--- src/rtl/ctl_seq.sv ---
// rtl/ctl_seq.sv - fetch/execute control sequencer for a four-instruction accumulator machine
// Drives a single memory bus (stb/ack handshake) and the accumulator datapath controls.
`ifndef DATA_WIDTH
`define DATA_WIDTH 8
`endif
`ifndef OP_WIDTH
`define OP_WIDTH 2
`endif
`ifndef OP_NOR
`define OP_NOR 2'd0
`endif
`ifndef OP_ADD
`define OP_ADD 2'd1
`endif
`ifndef OP_STA
`define OP_STA 2'd2
`endif
`ifndef OP_JCC
`define OP_JCC 2'd3
`endif
`ifndef CTR_CARRYMUX_WIDTH
`define CTR_CARRYMUX_WIDTH 2
`endif
`ifndef CARRY_OP_KEEP
`define CARRY_OP_KEEP 2'd0
`endif
`ifndef CARRY_OP_GEN
`define CARRY_OP_GEN 2'd1
`endif
`ifndef CARRY_OP_CLR
`define CARRY_OP_CLR 2'd2
`endif

module ctl_seq #(
  parameter int DATA_WIDTH = `DATA_WIDTH,
  parameter int ADDR_WIDTH = DATA_WIDTH - 2
) (
  input  logic                           clk_i,
  input  logic                           rst_i,
  input  logic [DATA_WIDTH-1:0]          mem_dat_i,
  input  logic                           mem_ack_i,
  input  logic                           carry_i,
  output logic                           mem_stb_o,
  output logic                           mem_we_o,
  output logic [ADDR_WIDTH-1:0]          mem_adr_o,
  output logic [`OP_WIDTH-1:0]           ctr_aluop_o,
  output logic                           ctr_a_reg_en_o,
  output logic [`CTR_CARRYMUX_WIDTH-1:0] ctr_carrymux_o,
  output logic                           halt_o
);

  typedef enum logic [1:0] {
    S_FETCH = 2'd0,
    S_EXEC  = 2'd1,
    S_HALT  = 2'd2
  } state_t;

  localparam logic [1:0] OPC_NOR = 2'b00;
  localparam logic [1:0] OPC_ADD = 2'b01;
  localparam logic [1:0] OPC_STA = 2'b10;
  localparam logic [1:0] OPC_JCC = 2'b11;

  state_t                r_state;
  state_t                w_state_nxt;
  logic [ADDR_WIDTH-1:0] r_pc;
  logic [ADDR_WIDTH-1:0] w_pc_nxt;
  logic [DATA_WIDTH-1:0] r_ir;
  logic [DATA_WIDTH-1:0] w_ir_nxt;

  logic [1:0]            w_opcode;
  logic [ADDR_WIDTH-1:0] w_ir_adr;
  logic [ADDR_WIDTH-1:0] w_fetch_adr;

  assign w_opcode    = r_ir[DATA_WIDTH-1:DATA_WIDTH-2];
  assign w_ir_adr    = r_ir[ADDR_WIDTH-1:0];
  // PC was already advanced during fetch, so the JCC's own address is PC-1.
  assign w_fetch_adr = r_pc - {{(ADDR_WIDTH-1){1'b0}}, 1'b1};

  always_ff @(posedge clk_i) begin
    if (rst_i) begin
      r_state <= S_FETCH;
      r_pc    <= '0;
      r_ir    <= '0;
    end else begin
      r_state <= w_state_nxt;
      r_pc    <= w_pc_nxt;
      r_ir    <= w_ir_nxt;
    end
  end

  always_comb begin
    w_state_nxt    = r_state;
    w_pc_nxt       = r_pc;
    w_ir_nxt       = r_ir;
    mem_stb_o      = 1'b0;
    mem_we_o       = 1'b0;
    mem_adr_o      = r_pc;
    ctr_aluop_o    = `OP_STA;
    ctr_a_reg_en_o = 1'b0;
    ctr_carrymux_o = `CARRY_OP_KEEP;

    case (r_state)
      S_FETCH: begin
        mem_stb_o = 1'b1;
        if (mem_ack_i) begin
          w_ir_nxt    = mem_dat_i;
          w_pc_nxt    = r_pc + {{(ADDR_WIDTH-1){1'b0}}, 1'b1};
          w_state_nxt = S_EXEC;
        end
      end

      S_EXEC: begin
        case (w_opcode)
          OPC_NOR, OPC_ADD: begin
            ctr_aluop_o = (w_opcode == OPC_ADD) ? `OP_ADD : `OP_NOR;
            mem_stb_o   = 1'b1;
            mem_adr_o   = w_ir_adr;
            if (mem_ack_i) begin
              ctr_a_reg_en_o = 1'b1;
              if (w_opcode == OPC_ADD) begin
                ctr_carrymux_o = `CARRY_OP_GEN;
              end
              w_state_nxt = S_FETCH;
            end
          end
          OPC_STA: begin
            ctr_aluop_o = `OP_STA;
            mem_stb_o   = 1'b1;
            mem_we_o    = 1'b1;
            mem_adr_o   = w_ir_adr;
            if (mem_ack_i) begin
              w_state_nxt = S_FETCH;
            end
          end
          default: begin
            ctr_aluop_o    = `OP_JCC;
            ctr_carrymux_o = `CARRY_OP_CLR;
            w_state_nxt    = S_FETCH;
            if (!carry_i) begin
              w_pc_nxt = w_ir_adr;
              // A taken jump onto itself can never make progress: stop.
              if (w_ir_adr == w_fetch_adr) begin
                w_state_nxt = S_HALT;
              end
            end
          end
        endcase
      end

      S_HALT: begin
        w_state_nxt = S_HALT;
      end

      default: begin
        w_state_nxt = S_FETCH;
      end
    endcase

    // Reset kills any in-flight transfer in the same cycle.
    if (rst_i) begin
      mem_stb_o      = 1'b0;
      mem_we_o       = 1'b0;
      ctr_a_reg_en_o = 1'b0;
      ctr_carrymux_o = `CARRY_OP_KEEP;
    end
  end

  assign halt_o = (r_state == S_HALT) && !rst_i;

endmodule
--- config.mk ---
export PLATFORM = sky130hd
export DESIGN_NAME = ctl_seq
export DESIGN_NICKNAME = d
export VERILOG_FILES = /design/src/rtl/ctl_seq.sv
export SDC_FILE = /design/constraint.sdc
export NUM_CORES = 1
export LEC_CHECK = 0
export ABC_CLOCK_PERIOD_IN_PS = 1700
export CAP_MARGIN = 10
export CORE_MARGIN = 2
export CORE_UTILIZATION = 35
export DETAILED_ROUTE_END_ITERATION = 16
export PLACE_DENSITY = 0.61
export SYNTH_ARGS = -nofsm -noshare
export SYNTH_HDL_FRONTEND = slang
export SYNTH_SLANG_ARGS = --single-unit
--- constraint.sdc ---
create_clock -name clk_i -period 1.7 [get_ports clk_i]
set_input_delay 0.34 -clock clk_i [delete_from_list [all_inputs] [get_ports clk_i]]
set_output_delay 0.34 -clock clk_i [all_outputs]
set_load 0.02 [all_outputs]
Word-level counts from Yosys, hierarchy flattened:

Cells that the tools add are included.

* input bits: 12
* flip-flop bits (word level): 16
* output and inout port bits: 14

* multiplexer cells: 29
* eq/ne operators: 9
* reductions and logical operators: 10
* $add $sub $neg: 2

Operators by type and width (number)
* 6-bit 2-to-1 mux: 5
* 2-bit 2-to-1 mux: 8
* 6-bit case mux with 2 select lines: 1
* 1-bit 2-to-1 mux: 11
* 2-bit case mux with 2 select lines: 2
* 6-bit by 1-bit adder with 6-bit output (second input constant): 1
* 6-bit equality test: 1
* 2-bit != test (second input constant): 3
* 2-bit case mux with 3 select lines: 1
* 6-bit by 1-bit subtractor with 6-bit output (second input constant): 1
* 2-bit by 1-bit equality test with 1-bit output (second input constant): 2
* 2-bit equality test (second input constant): 2
* 2-bit zero test: 2
* 2-bit AND reduction: 2
* 4-bit AND reduction: 1
* 3-bit != test (second input constant): 1
* 3-bit OR reduction: 1
* 1-bit case mux with 2 select lines: 1
* 2-bit nonzero test: 1
* 2-bit OR reduction: 1
* 1-bit logical AND: 1
* 1-bit zero test: 1

Depth between registers and ports, before layout:

Gate-level depths: netlist of the first run.

* word-level depth: 6
* gate-level depth with buffers: 7
* mapped depth without buffers: 7

Worst setup path after synthesis of the first run:

Ideal clock, no wire load.

* path kind: register -> output
* start point: register r_state[0]
* end point: output ctr_carrymux_o[0]
* path slack: -490 ps
* required time: 1360 ps
* arrival: 1850 ps
* cell stages (with the launch flop): 6
* path through: dfxtp_1 > buf_2 > nand2b_1 > clkbuf_1 > nor4b_1 > and2_1

* longest elaborated chain between the ends: 3

Ends and longest elaborated chain
* from (decl): line 63 `state_t r_state;`
* from (signal assigned): line 85 `r_state <= w_state_nxt;`
* 2-bit by 1-bit equality test with 1-bit output: line 102 `case (r_state)`
* 2-bit 2-to-1 mux: line 102
* 2-bit 2-to-1 mux: line 160 `if (rst_i) begin`
* to (decl): line 48 `` output logic [`CTR_CARRYMUX_WIDTH-1:0] ctr_carrymux_o, ``

Every way passes these cells.

Final worst setup path of the first run:

* start point: register r_state[0]
* end point: output mem_adr_o[1]

* longest elaborated chain between the ends: 2

Ends and longest elaborated chain
* 2-bit by 1-bit equality test with 1-bit output: line 102
* 6-bit 2-to-1 mux: line 102
* to (decl): line 45 `output logic [ADDR_WIDTH-1:0] mem_adr_o,`

Every way passes these cells.

==> results of run 1 <==
## worst min-delay path, stage by stage (launching register included)
cell and delay, ps:
dfxtp_1 350, o21ai_0 100, a21oi_1 80
## cell families (layout without fill, tap and decap cells)
| logic type | after synthesis | count (layout) |
|---|---|---|
| compound gates | 40 | 40 |
| xor+xnor | 8 | 8 |
| fa+ha+maj | 2 | 2 |
| buf+inv | 12 | 67 |
| flops | 16 | 16 |
| mux | 6 | 6 |
| simple gates | 52 | 52 |
## metal layers
layer,track usage [%],vias to the layer above,part of all wire (%)
met1,26.5,578,45
met3,3.08,0,3.9
met4,5.19,0,0
met5,0,-,0
li1,-,594,-
met2,32.3,31,51
## synthesized netlist by cell type (3+ instances only)
| cell type | number |
|---|---|
| dfxtp_1 | 16 |
| nand2b_1 | 3 |
| buf_2 | 3 |
| nand2_1 | 22 |
| nor4b_1 | 3 |
| nand3_1 | 4 |
| clkbuf_1 | 7 |
| o21ai_0 | 14 |
| a21oi_1 | 12 |
| nor2_1 | 5 |
| xnor2_1 | 6 |
| mux2_2 | 6 |
## worst max path at each step
stage	end	slack (ps)
6_report	mem_adr_o[1]	-60
5_1_grt	mem_adr_o[0]	-130
4_1_cts	mem_adr_o[3]	-80
3_5_place_dp	ctr_carrymux_o[0]	-580
3_3_place_gp	ctr_carrymux_o[0]	-520
2_1_floorplan	ctr_carrymux_o[0]	-60
## per-stage QoR
| stage | cells | TNS [ps] | util, % | hold slack [ps] | area [um2] |
|---|---|---|---|---|---|
| after global placement | 213 | -4550 | 55.1 | 509 | 1550 |
| after CTS | 216 | -473 | 57.5 | 563 | 1610 |
| after global routing | 222 | -1040 | 61.4 | 583 | 1720 |
| after floorplan | 136 | -73.4 | - | 476 | 1070 |
| after detailed placement | 213 | -5210 | 55.1 | 546 | 1550 |
| final | 222 | -392 | 61.4 | 563 | 1720 |
## registers in the layout, summed over array words and instances, names as in the netlist
register	flops
r_ir	8
r_pc	6
r_state	2
## what timing repair did
action | 4_1_cts | 5_1_grt
setup buffers | 0 | 5
pin swaps | 3 | 5
endpoints found under the setup margin | 14 | 16
gates cloned | 0 | 1
gates resized for setup | 89 | 17
## cell type report
cell class | count | area [um2] | share of cell area, %
Sequential cell | 16 | 330 | 19.2
Clock buffer | 3 | 22.5 | 1.31
Timing Repair Buffer | 62 | 529 | 30.7
Inverter | 2 | 7.51 | 0.436
Tap cell | 31 | 38.8 | 2.25
Multi-Input combinational cell | 108 | 795 | 46.1
## power groups by stage
stage	sequential, mW	combinational [mW]	clock (mW)
after global placement	0.416	0.308	0
final	0.409	0.367	0.216
after detailed placement	0.418	0.314	0
after global routing	0.412	0.398	0.236
after CTS	0.410	0.329	0.217
after floorplan	0.421	0.163	0
==> results.toml, run 1 <==
[floorplan]
rows = 19
dieArea_um2 = 3440
start_util_pct = 37.2
die_h_um = 58.6
ios = 26
coreArea_um2 = 2810
die_x_um = 58.6

[yosys]
synth-async-reset-ratio_pct = 0
ys_warn_count = 0
synth_fa_ha_area_share_pct = 2.40
ys_seq_elements = 16
synth.avg_cell_area_um2 = 7.68
synthDistinctLibCells = 36
synthXorXnorAreaFrac_pct = 6.71
yosysTopAreaCell = "dfxtp_1"
yosysSeqAreaShare_pct = 30.7
synth_top_family_by_area = "simple AND/OR/NAND/NOR gates"
synth-edff-count = 0
synthCells = 136
syn-num-nets = 150
synth_top_area_share_pct = 30.7
synth_area_leaders = "dfxtp_1 31%, nand2_1 7.9%, o21ai_0 6.7%"
yosys.area_share.simple_pct = 26.0
synth-compound-area-share_pct = 23.1
synth_mux_area_share_pct = 6.47
synth_flop_cell = "dfxtp_1"
synth.cell_area_um2 = 1040

[cells_and_area]
drive_above_1_share_pct = 41.9
final_common_cell = "buf_4"
area_delta_synth_final_pct = 64.9
fill_cells = 244
diodes = 0
layout.nets = 207
mostFrequentLayoutCells = "37 x buf_4, 21 x nand2_1, 14 x o21ai_0, 12 x dfxtp_1, 11 x a21oi_1"

[route]
vias_per_cell = 5.42
drt_iter0_drc = 42
drc_errors = 0
ant_nets = 0
wl_um = 3200
first_pass_iters = 4
wl_per_cell_um = 14.4
routed-via-count = 1203

[setup_path]
critPathKind = "reg2out"
path_delay_family = "flip-flops"
reg2reg_slack_ps = 50
critPathMaxFanout = 6
worstReg2RegStart = "r_pc[0]"
critPathLaunch = "r_state[0]"
critical_path_required_ps = 1360
cp_slowest_cell = "dfxtp_2"
critPathMaxStageDelay_ps = 340
regToRegEndpoint = "r_state[1]"
crit_buf_inv = 2
cp_data_arrival_time_ps = 1420
crit_top_cell = "buf_6"
crit_path_end_kind = "output port"
rr_worst_depth = 6
path_depth = 5
critPathLaunchType = "flip-flop"
path_cells = "nor2b_4 > nand2_2 > buf_6 > mux2_4 > buf_6"

[clocking]
cts.sinks = 16
holdBufCountCts = 0
clk_pin_slew_worst_paths_ps = 100
cts_tree = "done"
clock_latency_ps = 290
cts_max_level = 1
cts_root_buffer = "clkbuf_4"
clockBufferDepth = 2
numCtsBuffers = 3

[power]
switching_share_pct = 32.2
leakage_nw = 0.720
p_switching_uw = 319
power_frac_seq_pct = 41.3
pwr-share-comb_pct = 37.0
cellPowerDensity_nw_per_um2 = 576
ir_worst_vdd_uv = 367
p_int_uw = 673
clkPwrFrac_pct = 21.8
power_uw = 992

[timing]
relSlewSlack_pct = 71.0
fin_skew_ps = 4.80
rsz0062_at_grt = "yes"
fmaxAchievable_mhz = 567
fin_crit_sh_pct = 104
setup_viol_count_final = 7
slew_viol_final = 0
fin_ws_ps = -63.5
min_period_ps = 1760
worst_pin_slew_ps = 435
hold_viol = 0

[place]
gp_congestion = 0.863
dp_slack_ps = -578
io_buffers = 25
dp.final_hpwl_um = 2300

[hold_path]
holdPathStages = 2
worstHoldEndpoint = "r_ir[5]"
hold_class = "reg2reg"
min_from = "r_ir[5]"

[global_routing]
grt_max_degree = 17
grt_usage_pct = 19.5
grt_antenna_before_repair = 0
first_global_vias = 1125
grt.overflow.total = 0
grt_pass1_wl_um = 5190

[run]
maxCapViolCount = 0

[status]
violations = "setup timing"
status = "complete, but fails checks"
No activity file was read; power rests on OpenSTA's default activity.
==> run 2, diff against run 1 <==
DONT_BUFFER_PORTS = 1   (was not set)
PLACE_DENSITY = 0.5   (was 0.61)
==> run 2 against run 1 <==
  * The run ends with DRC left
  * Via count is 13% lower
  * Critical path type unchanged
  * Power is 7.5% lower
  * Setup slack better by 83 ps
  * Fmax is 5.0% higher
  * Final cell count is 19% lower
  * Die area stayed put
  * Sequential share of layout area is 5.5 points higher
==> results.toml, run 2 (synthesis gave the netlist of run 1 again) <==
[global_routing]
grt_usage_pct = 18.6
grt_antenna_before_repair = 0
grt_max_degree = 22
grt_pass1_wl_um = 4760
grt.overflow.total = 0
first_global_vias = 943

[route]
wl_um = 2930
first_pass_iters = 10
wl_per_cell_um = 16.4
drc_errors = 1
ant_nets = 0
routed-via-count = 1042
drt_iter0_drc = 27
vias_per_cell = 5.82

[setup_path]
critPathCapture = "mem_we_o"
path_delay_family = "buffers and inverters"
critPathKind = "reg2out"
crit_buf_inv = 3
critPathLaunchType = "flip-flop"
worstReg2RegStart = "r_pc[0]"
path_depth = 5
reg2reg_slack_ps = 110
path_cells = "buf_6 > nand2b_4 > buf_6 > nor4b_4 > buf_4"
critPathMaxStageDelay_ps = 350
crit_top_cell = "buf_6"
critPathMaxFanout = 9
crit_path_end_kind = "output port"
critPathLaunch = "r_state[0]"
critical_path_required_ps = 1360
cp_data_arrival_time_ps = 1340
cp_slowest_cell = "dfxtp_2"
regToRegEndpoint = "r_state[1]"
rr_worst_depth = 7

[place]
dp_slack_ps = 120
io_buffers = 0
gp_congestion = 0.885
dpl-instance-area_um2 = 1180
dp.final_hpwl_um = 2080

[floorplan]
start_util_pct = 37.2
rows = 19
die_h_um = 58.6
coreArea_um2 = 2810
die_x_um = 58.6
ios = 26
dieArea_um2 = 3440

[cells_and_area]
final_common_cell = "nand2_1"
reg_top3 = "r_ir (8), r_pc (6), r_state (2)"
drive_above_1_share_pct = 30.4
mostFrequentLayoutCells = "20 x nand2_1, 14 x o21ai_0, 14 x buf_4, 13 x dfxtp_1, 11 x a21oi_1"
layout.nets = 163
multi_input_area_um2 = 754
regMostFlops = "r_ir"
diodes = 0
area_delta_synth_final_pct = 25.5
fill_cells = 297
largest_reg_flops = 8
seq_area_um2 = 324
postLayoutCellArea_um2 = 1310

[timing]
relSlewSlack_pct = 76.8
tns_ps = 0
fin_crit_sh_pct = 98.8
setup_viol_count_final = 0
fin_ws_ps = 19.8
worst_pin_slew_ps = 346
fin_skew_ps = 13.7
min_period_ps = 1680
fmaxAchievable_mhz = 595
hold_viol = 0
slew_viol_final = 0
rsz0062_at_grt = "yes"

[clocking]
clock_latency_ps = 300
clockBufferDepth = 2
holdBufCountCts = 0
cts_max_level = 1
cts_root_buffer = "clkbuf_4"
cts_tree = "done"
numCtsBuffers = 3
clk_pin_slew_worst_paths_ps = 110
cts.sinks = 16

[power]
cellPowerDensity_nw_per_um2 = 700
leakage_nw = 0.492
power_uw = 917
ir_worst_vdd_uv = 450

[hold_path]
min_from = "rst_i"
hold_class = "in2reg"
holdPathStages = 1

[status]
status = "complete, but fails checks"
violations = "DRC"

[run]
maxCapViolCount = 0
[run 2: stage by stage]
step | util (%) | hold WS (ps) | std cells
2_1_floorplan | - | 476 | 136
3_3_place_gp | 42.2 | 413 | 173
3_5_place_dp | 42.2 | 415 | 173
4_1_cts | 45.0 | 87.5 | 178
5_1_grt | 46.7 | 80.2 | 179
6_report | 46.7 | 92.8 | 179
[run 2: worst min path at each step]
| stage | to | slack [ps] |
|---|---|---|
| after floorplan | r_ir[0] | 480 |
| after global placement | r_pc[3] | 410 |
| after detailed placement | r_pc[3] | 420 |
| after CTS | r_state[0] | 90 |
| after global routing | r_state[0] | 80 |
| final | r_state[0] | 90 |
[run 2: cell type report]
class	instances	share of cell area, %
multi-input cells	108	57.5
well taps	31	2.96
repair buffers	18	11.5
inverters	2	0.573
flip-flops and latches	16	24.7
clock buffers	4	2.77
[run 2: power breakdown]
part	internal, mW	switching [mW]
Sequential	0.395	0.0225
Combinational	0.109	0.130
Clock	0.131	0.131
Total	0.634	0.283
[run 2: per-layer routing]
metal / vias up / GRT usage (%) / wire length [um]
li1: 509 / - / -
met2: 30 / 27.6 / 1450
met3: 9 / 5.05 / 158
met5: - / 0 / 0
met4: 0 / 6.82 / 71
met1: 494 / 25.7 / 1250
[run 2: timing repair]
action	CTS	global route
setup endpoints to repair	10	14
buffers inserted	1	0
cloned	0	1
pin swaps	0	1
resized for setup	10	10
==> patch 1, RTL diff (config.mk and constraints of run 2) <==
Encoding of `state_t`: now one-hot (3 bits for 3 states).
--- a/src/rtl/ctl_seq.sv
+++ b/src/rtl/ctl_seq.sv
@@ -49,10 +49,10 @@
   output logic                           halt_o
 );
 
-  typedef enum logic [1:0] {
-    S_FETCH = 2'd0,
-    S_EXEC  = 2'd1,
-    S_HALT  = 2'd2
+  typedef enum logic [2:0] {
+    S_FETCH = 3'b001,
+    S_EXEC  = 3'b010,
+    S_HALT  = 3'b100
   } state_t;
 
   localparam logic [1:0] OPC_NOR = 2'b00;
Check against the original RTL: no difference found for any inputs over 10 cycles, from zero or initial values and one cycle with rst_i high; not proved beyond that.
==> patch 1 against run 2 <==
The flow finishes with violations (setup timing); setup slack got worse by 220 ps; synthesized cell count rose by 11%; clock power fell by 14%; power rose by 18%; routed wire length rose by 3.4%; global-route usage fell by 2.5 points; core utilization fell by 1.8 points; combinational power rose by 63%; cell count rose by 19%; sequential power rose by 11%; design area rose by 13%; sequential cell count rose by 1; area after synthesis rose by 14%; via count rose by 11%.
==> patch 1: results (changes against run 2) <==
Timing
  – Layout Skew: 0.817 ps (-12.9 ps)
  – Final WS setup: -199 ps (-218 ps)
  – Final setup fails: 13 (+13)
  – Final setup TNS: -1590 ps (-1590 ps)
  – Worst-Margin Slew: 392 ps (+45.6 ps)

Min path
  – Hold Path Class: in2reg

Power
  – Maximum VDD drop: 0.455 mV (+1.2%)
  – Leakage power: 0.000533 uW (+8.1%)

Routing
  – DR iter-0 viols: 30 (+11%)
  – Routed len/inst: 14.2 um (-13%)
  – Met2 WL: 1.48 mm (+2.3%)
  – Vias/cell: 5.43 (-6.8%)
  – Met1 WL: 1.38 mm (+9.8%)
  – 1st-pass router iterations: 4 (-6)
  – Met3 wire length: 130 um (-18%)

Placement
  – DP HPWL: 2.21 mm (+6.3%)
  – GPL Wtd Cong: 0.816 (-7.8%)
  – Place WS: -12.8 ps (-132 ps)
  – Cell Area, Placed: 0.00138 sq mm (+16%)

Cells and area
  – Max FFs per register: 8 (unchanged)
  – Filler cells: 332 (+12%)
  – Nets: 182 (+12%)
  – Final Non-Filler Cells: 213 (+19%)
  – Layout cells sized above 1: 32.3% (+1.9 points)
  – Top flop regs: r_ir: 8 flops, r_pc: 6 flops, r_state: 3 flops

Run status
  – Failing checks: setup timing
  – Status: finished with violations

GRT
  – All-Layer GR Usage: 16.1% (-2.5 points)
  – First-pass GRT wire length: 5.02 mm (+5.4%)
  – Grt met1 use: 19.3% (-6.4 points)
  – Met2 Use GR: 28.3% (+0.65 points)
  – Grt met3 use: 2.54% (-2.5 points)
  – Number of global-route vias before repair: 1104 (+17%)

Synth
  – Share of synthesized registers carrying an async set or reset: 0% (unchanged)
  – Synth Net Count: 165 (+10%)
  – Seq/Total Area, Yosys: 28.7% (-2.0 points)
  – Synth cell types: 42 (+17%)
  – Synth area leaders: dfxtp_1 29%, nand2_1 7.9%, a21oi_1 6.8%
  – Top cells by instance count after synthesis: 25 x nand2_1, 17 x dfxtp_1, 16 x a21oi_1, 8 x clkbuf_1
  – Avg Cell Area, Syn: 7.86 sq um (+2.3%)

Setup path
  – Cell family with most CP delay: simple AND/OR/NAND/NOR gates
  – Max incr delay on CP: 440 ps (+90 ps)
  – Worst path slowest cell: or3b_4
  – CP Max Fanout: 5 (-4)
  – Reg2Reg Depth: 5 (-2)

Clock tree
  – Cts repair resizes: 11 (+1)
==> patch 1: changes by cell type after synthesis, moves of 3 or more <==
cell / delta
a21o_1: +3
or3_1: +3
nand2_1: +3
nor3_1: +3
and2_1: +3
a21oi_1: +4
o21ai_0: -8
==> patch 1: kinds of logic (layout without fill, tap and decap cells) <==
family,count (synthesis),in the layout,synth area share [%]
AO/OA/AOI/OAI,40,40,21.6
XOR/XNOR,7,7,5.17
adder cells (fa/ha/maj),2,2,2.11
buffers and inverters,16,32,6.12
flip-flops,17,17,28.7
multiplexers,6,6,5.70
AND/OR/NAND/NOR,63,63,30.6
==> patch 1: path summary, 6_finish.rpt <==
kind	slack [ps]	end	startpoint
setup / recovery	-200	ctr_carrymux_o[0]	r_state[0]$_SDFFE_PP1P_
setup reg to reg	-70	r_state[0]$_SDFFE_PP1P_	r_state[0]$_SDFFE_PP1P_
hold / removal	100	r_state[1]$_SDFFE_PP0P_	rst_i
hold reg to reg	510	r_ir[5]$_SDFFE_PP0P_	r_ir[5]$_SDFFE_PP0P_
==> patch 1: layout make-up <==
cell class	instances	area, sq um	area share, %
clock buffer	4	26.3	1.78
inverter	3	11.3	0.763
multi-input combinational	118	838	56.8
sequential	17	348	23.6
tap	46	57.6	3.90
timing repair buffer	25	195	13.2
==> patch 1: power breakdown <==
group | internal [uW] | total [uW] | switching, uW | leakage, uW
Combinational | 189 | 389 | 200 | 0.000377
Clock | 91.3 | 225 | 134 | 0.0000150
Sequential | 430 | 464 | 34.6 | 0.000140
Total | 710 | 1080 | 369 | 0.000533
==> patch 1: worst register-to-register path, stage by stage (launching register included) <==
cell and delay, ps:
dfxtp_2 360, or3b_4 440, buf_4 200, nor4_4 270, nand4b_1 190, a31o_1 220
==> patch 2, RTL diff (flow settings as in run 2) <==
Without the edit above. Change the macro `DATA_WIDTH` from 8 to 10.
--- a/src/rtl/ctl_seq.sv
+++ b/src/rtl/ctl_seq.sv
@@ -1,7 +1,7 @@
 // rtl/ctl_seq.sv - fetch/execute control sequencer for a four-instruction accumulator machine
 // Drives a single memory bus (stb/ack handshake) and the accumulator datapath controls.
 `ifndef DATA_WIDTH
-`define DATA_WIDTH 8
+`define DATA_WIDTH 10
 `endif
 `ifndef OP_WIDTH
 `define OP_WIDTH 2
Interface: changed (resized mem_adr_o and mem_dat_i); port bits go from 26 to 30. The function was not compared with the original's and may differ.
==> patch 2 against run 2 <==
The flow finishes with violations (setup timing); largest power group unchanged; design area is 33% higher; power is 44% higher; largest cell class unchanged; via count is 27% higher; synthesized cell count is 30% higher; area after synthesis is 32% higher; setup slack worse by 78 ps; critical endpoint is now mem_stb_o; critical path type unchanged; clock skew is 3.9 ps lower; routed wire length is 26% higher; sequential cell count is 4 higher.
==> patch 2: results (changes against run 2) <==
Clock tree
  – Clock latency on the worst-skew pair: 270 ps (-30 ps)
  – Worst-path clk slew: 80 ps (-30 ps)
  – Post-CTS Setup Repair Bufs: 2 (+1)

Synth
  – Synth Net Count: 193 (+29%)
  – Seq/Total Area, Yosys: 29.1% (-1.5 points)
  – Synth cell types: 44 (+22%)
  – Synth area leaders: dfxtp_1 29%, nand2_1 8.7%, a21oi_1 6.6%

Setup path
  – Cell family with most CP delay: simple AND/OR/NAND/NOR gates
  – Max incr delay on CP: 330 ps (-20 ps)

Cells and area
  – #MultiIn Comb: 144 (+33%)
  – Bufs w/o clock: 22 (+4)
  – Fraction of area in multi-input gates: 58.6% (+1.1 points)

GRT
  – All-Layer GR Usage: 18.9% (+0.34 points)
  – Grt met3 use: 3.89% (-1.2 points)

Routing
  – DR iter-0 viols: 72 (+170%)
  – Met3 wire length: 174 um (+10%)
  – Met2 WL: 1.64 mm (+13%)
  – WL final: 3.69 mm (+26%)
  – Met1 WL: 1.82 mm (+45%)

Run status
  – Status: finished with violations
  – Failing checks: setup timing

Power
  – Maximum VDD drop: 0.355 mV (-21%)

Timing
  – Final setup fails: 9 (+9)
  – Layout Skew: 9.73 ps (-3.95 ps)
  – Final WS setup: -58.3 ps (-78.1 ps)

Floorplan
  – DIE AREA: 0.00445 sq mm (+29%)

Placement
  – GPL Wtd Cong: 0.832 (-5.9%)
  – Cell Area, Placed: 0.00154 sq mm (+30%)
patch 2: metrics by stage:
step / worst slack (ps) / instances / setup TNS, ps / hold slack, ps
final: -58.3 / 240 / -106 / 124
after global routing: -95.7 / 240 / -475 / 110
after CTS: -35.9 / 237 / -68.9 / 123
after detailed placement: 42.1 / 230 / 0 / 410
after global placement: 95.4 / 230 / 0 / 408
after floorplan: -13.0 / 177 / -13.0 / 471
patch 2: logic make-up (layout without fill, tap and decap cells):
group | Yosys count | in the layout | share of synthesized area, %
buf+inv | 14 | 28 | 5.55
xor+xnor | 10 | 10 | 6.37
simple gates | 80 | 81 | 30.8
compound gates | 43 | 43 | 19.7
fa+ha+maj | 2 | 2 | 1.82
flops | 20 | 20 | 29.1
mux | 8 | 8 | 6.55
patch 2: power breakdown:
part	internal, uW	switching [uW]	total [uW]
Clock	315	169	484
Combinational	146	171	318
Sequential	491	25.8	517
